**src/rtl/video_timing_pkg.sv**
```systemverilog
// Shared defaults and helpers for the raster timing generator.
// Optional feature macro used by the generator: VIDEO_TIMING_INTERLACE_EN.
package video_timing_pkg;

  localparam int CNTW_DEF     = 10;
  localparam int CEN_DIV_DEF  = 8;
  localparam int HTOTAL_DEF   = 320;
  localparam int HB_START_DEF = 256;
  localparam int HB_END_DEF   = 0;
  localparam int HS_START_DEF = 276;
  localparam int HS_END_DEF   = 300;
  localparam int VTOTAL_DEF   = 262;
  localparam int VB_START_DEF = 224;
  localparam int VB_END_DEF   = 0;
  localparam int VS_START_DEF = 234;
  localparam int VS_END_DEF   = 237;

  // Effective horizontal value: doubled in high-res, then truncated to cntw bits.
  // A doubled HTOTAL of exactly 2^cntw wraps to 0, and "tot - 1" still yields the last pixel.
  function automatic logic [31:0] eff_h(input int unsigned val, input logic hres,
                                        input int unsigned cntw);
    logic [31:0] v;
    v = hres ? (val << 1) : val;
    return v & ((32'd1 << cntw) - 32'd1);
  endfunction

endpackage

```
**src/rtl/video_timing_if.sv**
```systemverilog
// Raster timing bundle: generator drives the master side, video consumers take the slave side.
interface video_timing_if
  import video_timing_pkg::*;
#(
  parameter int CNTW = CNTW_DEF
);
  logic            hres_mode;
  logic            pxl_cen;
  logic            hs;
  logic            vs;
  logic            LHBL;
  logic            LVBL;
  logic [CNTW-1:0] hcnt;
  logic [CNTW-1:0] vcnt;
  logic            field;
  logic            hres;

  modport master (
    input  hres_mode,
    output pxl_cen, hs, vs, LHBL, LVBL, hcnt, vcnt, field, hres
  );

  modport slave (
    output hres_mode,
    input  pxl_cen, hs, vs, LHBL, LVBL, hcnt, vcnt, field, hres
  );
endinterface

```
**src/rtl/video_cen_div.sv**
```systemverilog
// Pixel clock-enable divider: one-clk pulse every DIV clocks, or DIV/2 when i_half is set.
module video_cen_div
  import video_timing_pkg::*;
#(
  parameter int DIV = CEN_DIV_DEF
) (
  input  logic clk,
  input  logic rst_n,
  input  logic i_restart,
  input  logic i_half,
  output logic o_cen
);
  localparam int           W         = $clog2(DIV);
  localparam logic [W-1:0] LAST_FULL = W'(DIV - 1);
  localparam logic [W-1:0] LAST_HALF = W'(DIV / 2 - 1);

  logic [W-1:0] r_cnt;
  logic         r_cen;
  logic [W-1:0] w_last;

  assign w_last = i_half ? LAST_HALF : LAST_FULL;

  // NOTE: reset is sampled synchronously and all state uses non-blocking assignments,
  // so every register here and in the generator updates from the same pre-edge values.
  always_ff @(posedge clk) begin
    if (!rst_n) begin
      r_cnt <= '0;
      r_cen <= 1'b0;
    end else if (i_restart) begin
      // Restarting edge counts as the first clock of a new period under the new divisor.
      r_cnt <= W'(1);
      r_cen <= 1'b0;
    end else if (r_cnt >= w_last) begin
      r_cnt <= '0;
      r_cen <= 1'b1;
    end else begin
      r_cnt <= r_cnt + W'(1);
      r_cen <= 1'b0;
    end
  end

  assign o_cen = r_cen;

endmodule

```
**src/rtl/video_timing_gen.sv**
```systemverilog
// Programmable raster timing generator: pixel enable, H/V counters, syncs and blanking.
// Optional: define VIDEO_TIMING_INTERLACE_EN for alternating fields with half-line vs offset.
module video_timing_gen
  import video_timing_pkg::*;
#(
  parameter int CNTW     = CNTW_DEF,
  parameter int CEN_DIV  = CEN_DIV_DEF,
  parameter int HTOTAL   = HTOTAL_DEF,
  parameter int HB_START = HB_START_DEF,
  parameter int HB_END   = HB_END_DEF,
  parameter int HS_START = HS_START_DEF,
  parameter int HS_END   = HS_END_DEF,
  parameter int VTOTAL   = VTOTAL_DEF,
  parameter int VB_START = VB_START_DEF,
  parameter int VB_END   = VB_END_DEF,
  parameter int VS_START = VS_START_DEF,
  parameter int VS_END   = VS_END_DEF
) (
  input logic          clk,
  input logic          rst_n,
  video_timing_if.master vid
);
  localparam logic [CNTW-1:0] VB_S = CNTW'(VB_START);
  localparam logic [CNTW-1:0] VB_E = CNTW'(VB_END);
  localparam logic [CNTW-1:0] VS_S = CNTW'(VS_START);
  localparam logic [CNTW-1:0] VS_E = CNTW'(VS_END);

  logic            r_hres, r_field, r_hs, r_vs, r_lhbl, r_lvbl;
  logic [CNTW-1:0] r_hcnt, r_vcnt;

  logic            w_cen, w_h_last, w_v_last, w_frame_wrap, w_vs_line;
  logic [CNTW-1:0] w_htot, w_hb_s, w_hb_e, w_hs_s, w_hs_e;
  logic [CNTW-1:0] w_vlast, w_hnext, w_vnext;

  assign w_htot = CNTW'(eff_h(HTOTAL,   r_hres, CNTW));
  assign w_hb_s = CNTW'(eff_h(HB_START, r_hres, CNTW));
  assign w_hb_e = CNTW'(eff_h(HB_END,   r_hres, CNTW));
  assign w_hs_s = CNTW'(eff_h(HS_START, r_hres, CNTW));
  assign w_hs_e = CNTW'(eff_h(HS_END,   r_hres, CNTW));

`ifdef VIDEO_TIMING_INTERLACE_EN
  logic [CNTW-1:0] w_hhalf;
  assign w_hhalf   = r_hres ? CNTW'(HTOTAL) : CNTW'(HTOTAL / 2);
  assign w_vlast   = r_field ? CNTW'(VTOTAL) : CNTW'(VTOTAL - 1);
  assign w_vs_line = ~r_field;
`else
  assign w_vlast   = CNTW'(VTOTAL - 1);
  assign w_vs_line = 1'b1;
`endif

  assign w_h_last     = (r_hcnt == w_htot - CNTW'(1));
  assign w_v_last     = (r_vcnt == w_vlast);
  assign w_hnext      = w_h_last ? '0 : r_hcnt + CNTW'(1);
  assign w_vnext      = w_v_last ? '0 : r_vcnt + CNTW'(1);
  assign w_frame_wrap = w_cen & w_h_last & w_v_last;

  video_cen_div #(.DIV(CEN_DIV)) u_cen_div (
    .clk      (clk),
    .rst_n    (rst_n),
    .i_restart(w_frame_wrap),
    .i_half   (r_hres),
    .o_cen    (w_cen)
  );

  always_ff @(posedge clk) begin
    if (!rst_n) begin
      r_hcnt  <= '0;
      r_vcnt  <= '0;
      r_hs    <= 1'b0;
      r_vs    <= 1'b0;
      r_lhbl  <= 1'b0;
      r_lvbl  <= 1'b0;
      r_field <= 1'b0;
      r_hres  <= vid.hres_mode;
    end else if (w_cen) begin
      r_hcnt <= w_hnext;
      // Equal START/END means the output is frozen, so both matches are ignored.
      if (w_hb_s != w_hb_e) begin
        if (w_hnext == w_hb_s)      r_lhbl <= 1'b0;
        else if (w_hnext == w_hb_e) r_lhbl <= 1'b1;
      end
      if (w_hs_s != w_hs_e) begin
        if (w_hnext == w_hs_s)      r_hs <= 1'b1;
        else if (w_hnext == w_hs_e) r_hs <= 1'b0;
      end
      if (w_h_last) begin
        r_vcnt <= w_vnext;
        if (VB_S != VB_E) begin
          if (w_vnext == VB_S)      r_lvbl <= 1'b0;
          else if (w_vnext == VB_E) r_lvbl <= 1'b1;
        end
        if (w_vs_line && VS_S != VS_E) begin
          if (w_vnext == VS_S)      r_vs <= 1'b1;
          else if (w_vnext == VS_E) r_vs <= 1'b0;
        end
        if (w_v_last) begin
          r_hres <= vid.hres_mode;
`ifdef VIDEO_TIMING_INTERLACE_EN
          r_field <= ~r_field;
`endif
        end
      end
`ifdef VIDEO_TIMING_INTERLACE_EN
      // Field 1 moves the vs edges to mid-line of the same lines.
      if (r_field && VS_S != VS_E && w_hnext == w_hhalf) begin
        if (r_vcnt == VS_S)      r_vs <= 1'b1;
        else if (r_vcnt == VS_E) r_vs <= 1'b0;
      end
`endif
    end
  end

  assign vid.pxl_cen = w_cen;
  assign vid.hcnt    = r_hcnt;
  assign vid.vcnt    = r_vcnt;
  assign vid.hs      = r_hs;
  assign vid.vs      = r_vs;
  assign vid.LHBL    = r_lhbl;
  assign vid.LVBL    = r_lvbl;
  assign vid.field   = r_field;
  assign vid.hres    = r_hres;

endmodule

```
**src/flat_wrapper.sv**
```systemverilog
// flat-port wrapper written by rule: the top's interface ports become plain ports
module video_timing_gen_flat import video_timing_pkg::*;
#(
  parameter int CNTW     = CNTW_DEF,
  parameter int CEN_DIV  = CEN_DIV_DEF,
  parameter int HTOTAL   = HTOTAL_DEF,
  parameter int HB_START = HB_START_DEF,
  parameter int HB_END   = HB_END_DEF,
  parameter int HS_START = HS_START_DEF,
  parameter int HS_END   = HS_END_DEF,
  parameter int VTOTAL   = VTOTAL_DEF,
  parameter int VB_START = VB_START_DEF,
  parameter int VB_END   = VB_END_DEF,
  parameter int VS_START = VS_START_DEF,
  parameter int VS_END   = VS_END_DEF
)
  (clk, rst_n, vid_hres_mode, vid_pxl_cen, vid_hs, vid_vs, vid_LHBL, vid_LVBL, vid_hcnt, vid_vcnt, vid_field, vid_hres);
  video_timing_if #(.CNTW(CNTW)) vid_i ();
  input logic clk;
  input logic rst_n;
  input wire logic [$bits(vid_i.hres_mode)-1:0] vid_hres_mode;
  output wire logic [$bits(vid_i.pxl_cen)-1:0] vid_pxl_cen;
  output wire logic [$bits(vid_i.hs)-1:0] vid_hs;
  output wire logic [$bits(vid_i.vs)-1:0] vid_vs;
  output wire logic [$bits(vid_i.LHBL)-1:0] vid_LHBL;
  output wire logic [$bits(vid_i.LVBL)-1:0] vid_LVBL;
  output wire logic [$bits(vid_i.hcnt)-1:0] vid_hcnt;
  output wire logic [$bits(vid_i.vcnt)-1:0] vid_vcnt;
  output wire logic [$bits(vid_i.field)-1:0] vid_field;
  output wire logic [$bits(vid_i.hres)-1:0] vid_hres;
  assign vid_i.hres_mode = vid_hres_mode;
  assign vid_pxl_cen = vid_i.pxl_cen;
  assign vid_hs = vid_i.hs;
  assign vid_vs = vid_i.vs;
  assign vid_LHBL = vid_i.LHBL;
  assign vid_LVBL = vid_i.LVBL;
  assign vid_hcnt = vid_i.hcnt;
  assign vid_vcnt = vid_i.vcnt;
  assign vid_field = vid_i.field;
  assign vid_hres = vid_i.hres;
  video_timing_gen #(.CNTW(CNTW), .CEN_DIV(CEN_DIV), .HTOTAL(HTOTAL), .HB_START(HB_START), .HB_END(HB_END), .HS_START(HS_START), .HS_END(HS_END), .VTOTAL(VTOTAL), .VB_START(VB_START), .VB_END(VB_END), .VS_START(VS_START), .VS_END(VS_END)) u_core (.clk(clk), .rst_n(rst_n), .vid(vid_i));
endmodule
```
**config.mk**
```make
export PLATFORM = sky130hd
export DESIGN_NAME = video_timing_gen_flat
export DESIGN_NICKNAME = d
export VERILOG_FILES = /design/src/rtl/video_timing_pkg.sv /design/src/rtl/video_timing_if.sv /design/src/rtl/video_cen_div.sv /design/src/rtl/video_timing_gen.sv /design/src/flat_wrapper.sv
export SDC_FILE = /design/constraint.sdc
export NUM_CORES = 1
export LEC_CHECK = 0
export BUFFER_PORTS_ARGS = -buffer_cell sky130_fd_sc_hd__buf_2
export CAP_MARGIN = 20
export CORE_MARGIN = 3
export CORE_UTILIZATION = 55
export CTS_CLUSTER_DIAMETER = 40
export DETAILED_ROUTE_END_ITERATION = 8
export GPL_TIMING_DRIVEN = 0
export HOLD_SLACK_MARGIN = 0.03
export PLACE_DENSITY = 0.77
export SYNTH_ARGS = -nofsm -noshare
export SYNTH_HDL_FRONTEND = slang
export SYNTH_SLANG_ARGS = --single-unit
```
**constraint.sdc**
```tcl
create_clock -name clk -period 2.6 [get_ports clk]
set_input_delay 0.52 -clock clk [delete_from_list [all_inputs] [get_ports clk]]
set_output_delay 0.52 -clock clk [all_outputs]
set_load 0.05 [all_outputs]
```
Word level (Yosys, flattened, before mapping)
Cells that the tools add are included.

Register bits after elaboration: 29. Output and inout port bits: 27. Logic and storage cells: 67. Bits of input ports: 3.

Equal/unequal tests: 12. Mux-type cells: 22. $add $sub $neg: 4. Order comparisons: 1. Reductions and logical operators: 15. Bitwise logic cells: 3.

Operators with widths (count): 2-to-1 mux 10 bit (6); == test 10 bit (4); == test 10 x 8 -> 1 bit (second input constant) (3); adder 10 x 1 -> 10 bit (second input constant) (2); logical NOT 10 bit (2); 2-to-1 mux 1 bit (15); AND reduction 3 bit (5); == test 10 x 9 -> 1 bit (second input constant) (1); != test 10 bit (1); nonzero test 10 bit (1); subtractor 10 x 1 -> 10 bit (second input constant) (1); nonzero test 2 bit (4); != test 2 x 1 -> 1 bit (second input constant) (3); adder 3 x 1 -> 3 bit (second input constant) (1); greater-or-equal comparator 3 bit (1); 2-to-1 mux 3 bit (1); OR reduction 3 bit (1); bitwise AND 1 bit (2); AND reduction 2 bit (1); OR reduction 2 bit (1); NOT 1 bit (1).

Longest topological paths before layout
Gate-level depths: netlist (run 1).

Word-level depth: 7. Mapped depth: 8. Mapped depth without buffers: 8.

By module
From an unflattened synthesis (run 1), not the netlist that was laid out.

Cell total of the unflattened synthesis: 277. Area, all modules: 2182.1 um^2.

Modules (own cells, without submodules): video_timing_gen (area each 1976.9 um^2, cells an instance 260, times used 1, sequential area each 510.5 um^2); video_cen_div (area each 205.2 um^2, cells an instance 17, times used 1, sequential area each 80.1 um^2).

Least setup slack after synthesis (run 1)
OpenSTA, ideal clock, no wires.

Kind: register -> register. Start point: reg u_core.r_hcnt[0] (netlist: u_core.vid.hcnt[0]). End point: reg u_core.r_hs (netlist: u_core.vid.hs). Data arrival time: 2.672 ns. Library setup time: 0.116 ns. Setup slack: -0.188 ns. Data required time: 2.484 ns. Path buffers: 0. Stages on the path, launching flop included: 8. Period minus slack after synthesis: 2.788 ns. Cells stage by stage: dfxtp_1 -> ha_1 -> nand4_1 -> or4_1 -> a211oi_1 -> mux2i_1 -> o311a_1 -> a31o_2.

Word-level cells in the longest chain between the ends: 5. Elaborated cells on any way between the ends: 8. Those cells by class: add/sub (1); eq/ne (3); mux (2); reduce/logical (2).

RTL lines: from (decl) (line video_timing_gen.sv:29) `logic [CNTW-1:0] r_hcnt, r_vcnt;`; from (signal assigned) (line video_timing_gen.sv:76) `r_hcnt <= w_hnext;`; adder 10 x 1 -> 10 bit or == test 10 bit (tied branches) (line video_timing_gen.sv:53, video_timing_gen.sv:51); 2-to-1 mux 10 bit * (line video_timing_gen.sv:53) `assign w_hnext = w_h_last ? '0 : r_hcnt + CNTW'(1);`; == test 10 bit, on equally long branches (line video_timing_gen.sv:84, video_timing_gen.sv:83); nonzero test 2 bit (no line); AND reduction 3 bit (no line); to (signal assigned) (line video_timing_gen.sv:69) `r_hs <= 1'b0;`; to (signal assigned) (line video_timing_gen.sv:83) `if (w_hnext == w_hs_s) r_hs <= 1'b1;`; to (signal assigned) (line video_timing_gen.sv:84) `else if (w_hnext == w_hs_e) r_hs <= 1'b0;`; to (decl) (line video_timing_gen.sv:28) `logic r_hres, r_field, r_hs, r_vs, r_lhbl, r_lvbl;`.

Mark *: on every way between the ends. The rest lies on a longest branch, timed or not. A chain may end at the register's enable or synchronous reset.

Worst setup path in the final report (run 1)
Start point: reg u_core.r_hres (netlist: u_core.vid.hres). End point: reg u_core.r_hs (netlist: u_core.vid.hs).

Word-level cells in the longest chain between the ends: 7. Elaborated cells on any way between the ends: 12. Those cells by class: add/sub (1); eq/ne (4); mux (5); reduce/logical (2).

RTL lines: from (decl) (line video_timing_gen.sv:28); from (signal assigned) (line video_timing_gen.sv:74) `r_hres <= vid.hres_mode;`; from (signal assigned) (line video_timing_gen.sv:97) `r_hres <= vid.hres_mode;`; 2-to-1 mux 10 bit (line video_timing_pkg.sv:23) `v = hres ? (val << 1) : val;`; subtractor 10 x 1 -> 10 bit (line video_timing_gen.sv:51) `assign w_h_last = (r_hcnt == w_htot - CNTW'(1));`; == test 10 bit (line video_timing_gen.sv:51); 2-to-1 mux 10 bit (line video_timing_gen.sv:53); == test 10 bit, on equally long branches (line video_timing_gen.sv:84, video_timing_gen.sv:83); nonzero test 2 bit (no line); AND reduction 3 bit (no line).

Parallel ways exist; a longest one is shown, timed or not.

==> results of run 1 <==
## cell usage after synthesis, drive strengths merged (6+ instances only)
library cell / instances
a21boi: 6
a21oi: 7
and2: 11
buf: 8
clkbuf: 11
dfxtp: 28
inv: 9
mux2i: 7
nand2: 24
nand3: 9
nand4: 9
nor2: 10
nor3: 6
o21ai: 12
xnor2: 9
xor2: 7
## sequential cells by signal (all words and copies together), names as in the netlist
signal                  count
u_core.u_cen_div.o_cen      1
u_core.u_cen_div.r_cnt      3
u_core.vid.LHBL             1
u_core.vid.LVBL             1
u_core.vid.hcnt            10
u_core.vid.hres             1
u_core.vid.hs               1
u_core.vid.vcnt            10
u_core.vid.vs               1
## routing by layer
layer,vias up,track usage,share of wire
met5,-,0,0
met4,0,0.0711,0.018
met3,10,0.0506,0.063
met2,69,0.373,0.47
met1,890,0.286,0.45
li1,996,-,-
## power groups by stage
stage	sequential (uW)	combinational, uW	clock (uW)
CTS	473	136	394
detailed placement	483	135	0
global placement	483	135	0
finish	473	136	389
global route	475	149	415
floorplan	509	79.4	0
## cells by family after synthesis
logic type / count (synthesis) / synth area share
AO/OA/AOI/OAI: 55 / 0.205
XOR/XNOR: 16 / 0.0690
adder cells (fa/ha/maj): 5 / 0.0308
buffers and inverters: 28 / 0.0610
flip-flops: 29 / 0.291
multiplexers: 7 / 0.0345
other: 1 / 0.00185
AND/OR/NAND/NOR: 108 / 0.307
## final cells by class
cell class / count / area share
Sequential cell: 29 / 0.249
Clock buffer: 8 / 0.0375
Inverter: 9 / 0.0141
Multi-Input combinational cell: 192 / 0.561
Timing Repair Buffer: 35 / 0.0802
Tap cell: 46 / 0.0240
Buffer: 17 / 0.0344
## worst register-to-register path, delay by kind of cell (launching register included)
family	cells	cell delay, ns
compound gates	5	1.24
simple gates	1	0.54
buf+inv	1	0.21
flops	1	0.40
## metrics by stage
step                      hold slack, ns  TNS (ns)  power [uW]   util
final                              0.413         0         999  0.698
after global routing               0.409         0        1040  0.698
after CTS                          0.410         0        1000  0.678
after detailed placement           0.478   -0.0369         618  0.650
after global placement             0.467         0         617  0.650
after floorplan                    0.527  -0.00673         588      -
## what timing repair did
item | 4_1_cts | 5_1_grt
gates resized for setup | 0 | 7
setup buffers | 1 | 6
hold endpoints to repair | 0 | 0
pin swaps | 1 | 3
endpoints found under the setup margin | 1 | 6
## worst paths after layout
check / to / from / cells past startpoint
worst min-delay path: u_core.vid.hres / vid_hres_mode / 1
worst max register to register: u_core.vid.hs / u_core.vid.hres / 7
worst min register to register: u_core.vid.LHBL / u_core.vid.LHBL / 2
worst max-delay path: u_core.vid.hs / u_core.vid.hres / 7
==> qor.csv, run 1 <==
metric,value,unit
initial antenna violation count,0,
Max Slew Vio Count,0,
Sink Count,29,
cell count after synthesis,249,
setup slack after layout,0.108,ns
Post-Syn Nets,257,
FF/Latch Area,598,um^2
synth warn,0,
multi-input logic area,1350,um^2
largest net degree at the start of global routing,11,
total CTS buffers,5,
skew final,0.00886,ns
Synth Area per Inst,8.16,um^2
total grt overflow,0,
critical path startpoint category,flop,
Buf/Inv on CP,1,
vias in the first global route,1683,
area delta synth->final,18.2,%
sequential share of power,0.474,
Max-slew headroom,0.635,
critical path's top delay family,compound AO/OA/AOI/OAI gates,
P_int,727,uW
Post-synth EDFFs,1,
PD cells,416,nW/um^2
buffer levels on the longest clock path,2,
WP data arrival,2.68,ns
DR vias/cell,5.85,
core area,3440,um^2
Final Hold Vio Count,0,
clock network power share,0.390,
Crit-path slowest cell,or4b_4,
drt pass-1 iters,4,
"Cell Count, Final, Fillers Out",336,
post-synthesis cell type count,58,
MaxCap Viol Count,0,
ANT nets after route,0,
ys async rst share,0,
Starting Density,0.590,
placed instance area,2240,um^2
Worst-Skew Late Latency,0.29,ns
"critical path fanouts, max",10,
GRT Util Overall,0.224,
Routed WL per cell,14.0,um
CTS hold repair buffers,0,
register area share after synthesis,0.291,
r2r setup slk,0.11,ns
DP Wirelength,3.30,mm
crit share post-route,0.959,
FMAX,0.401,GHz
Final Setup Violations,0,
Comb pwr share,0.136,
WL final,4.71,mm
width of the die,66.8,um
outcome,"finished, final reports clean",
Mapped Area,2030,um^2
Inst Count DP,323,
Synth area leader,dfxtp_1,
CTS H-tree lvls,2,
ys flop type,dfxtp_1,
Vias,1965,
Pleak,0.000980,uW
port bufs,28,
drt initial violations,119,
Remaining DRCs,0,
Die Height,66.8,um
nets,297,
die footprint,4460,um^2
most frequent cells in the layout,"33 x buf_2, 24 x nand2_1, 22 x dfxtp_1",
first-pass GRT wire length,7.68,mm
#FFs+latches synth,29,
"leading cell type in the layout, fill and taps excluded",buf_2,
WS Path Type,flop to flop,
Hold Path Class,primary input to flop,
# fillers,306,
CP Data Required Time,2.78,ns
row count,21,
Sw Ratio,0.272,
CP max stage delay,0.54,ns
fin area,2400,um^2
ant diodes,0,
"Reg clk slew, reported paths",0.07,ns
RSZ-0062 raised after global routing,no,
layout cell share with drive strength beyond 1,0.228,
Yosys top cell area share,0.276,
CTS tree,done,
pre-CTS WS,-0.0369,ns
largest cells by area after synthesis,"dfxtp_1 28%, nand2_1 4.4%, xnor2_1 3.9%",
GPL Wtd Cong,0.909,
Max VDD drop,263,uV
actual slew at the worst max-slew pin,0.547,ns
crit end category,flop,
I/O pins,30,
"Cell Chain, Critical Path","buf_2, or4b_4, a21oi_2, o2111ai_2, a211o_1, o311a_1, a31o_2",
final period demand of the worst path,2.49,ns
Sw Pwr,272,uW
root buffer cell,clkbuf_8,
Note: power is estimated with default switching activity, not from simulation.
==> run 2: changes to the inputs <==
- clock period: 2.6 -> 3 ns (I/O delays scaled with it)
==> run 2 against run 1 <==
Largest power group is now clock. Clock skew about the same. Combinational power decreased by 12%. Via count increased by 0.31%. Clock power increased by 7.5%. Global-route usage decreased by 0.55 points. Maximum frequency decreased by 7.9%. Utilization decreased by 1.6 points. Sequential power decreased by 13%. Sequential cell count unchanged. Die area unchanged.
==> qor.csv, run 2 (synthesis results as in run 1) <==
metric,value,unit
r2r setup slk,0.29,ns
GPL Wtd Cong,0.918,
total CTS buffers,5,
initial antenna violation count,0,
setup tns final,0,ns
most frequent cells in the layout,"33 x buf_2, 28 x dfxtp_1, 24 x nand2_1",
Inst Count DP,323,
"Cell Chain, Critical Path","ha_1, nand4_1, or4_1, a211oi_1, mux2i_1, o311a_1, a31o_2",
Vias,1971,
Buf/Inv on CP,0,
Die Height,66.8,um
Max Slew Vio Count,0,
port bufs,28,
CTS H-tree lvls,2,
power consumption,947,uW
setup slack after layout,0.292,ns
area delta synth->final,15.5,%
ant diodes,0,
skew final,0.00889,ns
"Cell Count, Final, Fillers Out",331,
"critical path fanouts, max",7,
DR vias/cell,5.95,
"leading cell type in the layout, fill and taps excluded",buf_2,
Worst-Skew Late Latency,0.28,ns
first-pass GRT wire length,7.42,mm
die footprint,4460,um^2
placed instance area,2230,um^2
Final Setup Violations,0,
CP startpoint,u_core.vid.hcnt[0],
critical path's top delay family,simple AND/OR/NAND/NOR gates,
critical path startpoint category,flop,
FMAX,0.369,GHz
width of the die,66.8,um
MaxCap Viol Count,0,
Routed WL per cell,14.0,um
Worst R2R Start,u_core.vid.hcnt[0],
"Reg clk slew, reported paths",0.06,ns
I/O pins,30,
buffer levels on the longest clock path,2,
CP Data Required Time,3.17,ns
root buffer cell,clkbuf_8,
# fillers,306,
FF-to-FF End,u_core.vid.hs,
crit share post-route,0.903,
CTS hold repair buffers,0,
Register-to-Register Path Depth,7,
Max VDD drop,212,uV
crit end category,flop,
WP data arrival,2.88,ns
post-CTS sizing,0,
total grt overflow,0,
vias in the first global route,1615,
Starting Density,0.590,
drt initial violations,95,
crit path to,u_core.vid.hs,
GRT Util Overall,0.219,
Sink Count,29,
drt pass-1 iters,4,
CP max stage delay,0.63,ns
Hold Path Class,flop to flop,
final period demand of the worst path,2.71,ns
Crit-path slowest cell,or4_1,
row count,21,
nets,292,
Critical Path Stages,7,
DP Wirelength,3.30,mm
layout cell share with drive strength beyond 1,0.172,
PD cells,404,nW/um^2
Pleak,0.000958,uW
WL final,4.64,mm
ANT nets after route,0,
Final Hold Vio Count,0,
largest net degree at the start of global routing,11,
pre-CTS WS,0.311,ns
Remaining DRCs,0,
RSZ-0062 raised after global routing,no,
Max-slew headroom,0.578,
WS Path Type,flop to flop,
"Setup Fix Bufs, Post-CTS",0,
actual slew at the worst max-slew pin,0.633,ns
CTS tree,done,
fin area,2350,um^2
core area,3440,um^2
outcome,"finished, final reports clean",
-- run 2: worst min-delay path: stages, from the launching register on --
cell      delay, ns
dfxtp_1        0.31
o21ai_0        0.06
a21boi_0       0.08
-- run 2: worst min path at each step --
| stage | endpoint | depth (start not counted) | startpoint |
|---|---|---|---|
| finish | u_core.vid.LHBL | 2 | u_core.vid.LHBL |
| global route | u_core.vid.hres | 1 | vid_hres_mode |
| CTS | u_core.vid.hres | 1 | vid_hres_mode |
| detailed placement | u_core.vid.LHBL | 2 | u_core.vid.LHBL |
| global placement | u_core.vid.LHBL | 2 | u_core.vid.LHBL |
| floorplan | u_core.u_cen_div.r_cnt[0] | 2 | u_core.u_cen_div.r_cnt[0] |
-- run 2: stage by stage --
stage               hold WS [ns]  utilization
floorplan                  0.527            -
global placement           0.470        0.648
detailed placement         0.485        0.648
CTS                        0.489        0.682
global route               0.492        0.682
finish                     0.491        0.682
-- run 2: area by class of cell --
cell class                      count  area [um^2]  area share
Tap cell                           46         57.6      0.0245
Buffer                             19         90.1      0.0384
Multi-Input combinational cell    192         1320       0.562
Clock inverter                      1         30.0      0.0128
Timing Repair Buffer               28          140      0.0597
Sequential cell                    29          591       0.252
Inverter                            9         33.8      0.0144
Clock buffer                        7         86.3      0.0368
-- run 2: power breakdown --
part	switching [uW]	total, uW	internal [uW]
clock	148	418	270
sequential	9.62	411	401
combinational	77.1	119	41.6
total	234	947	713
-- run 2: routing by layer --
metal,vias to the layer above,track usage,share of wire
li1,979,-,-
met1,928,0.277,0.47
met2,55,0.356,0.47
met3,9,0.0489,0.045
met4,0,0.0863,0.019
met5,-,0,0
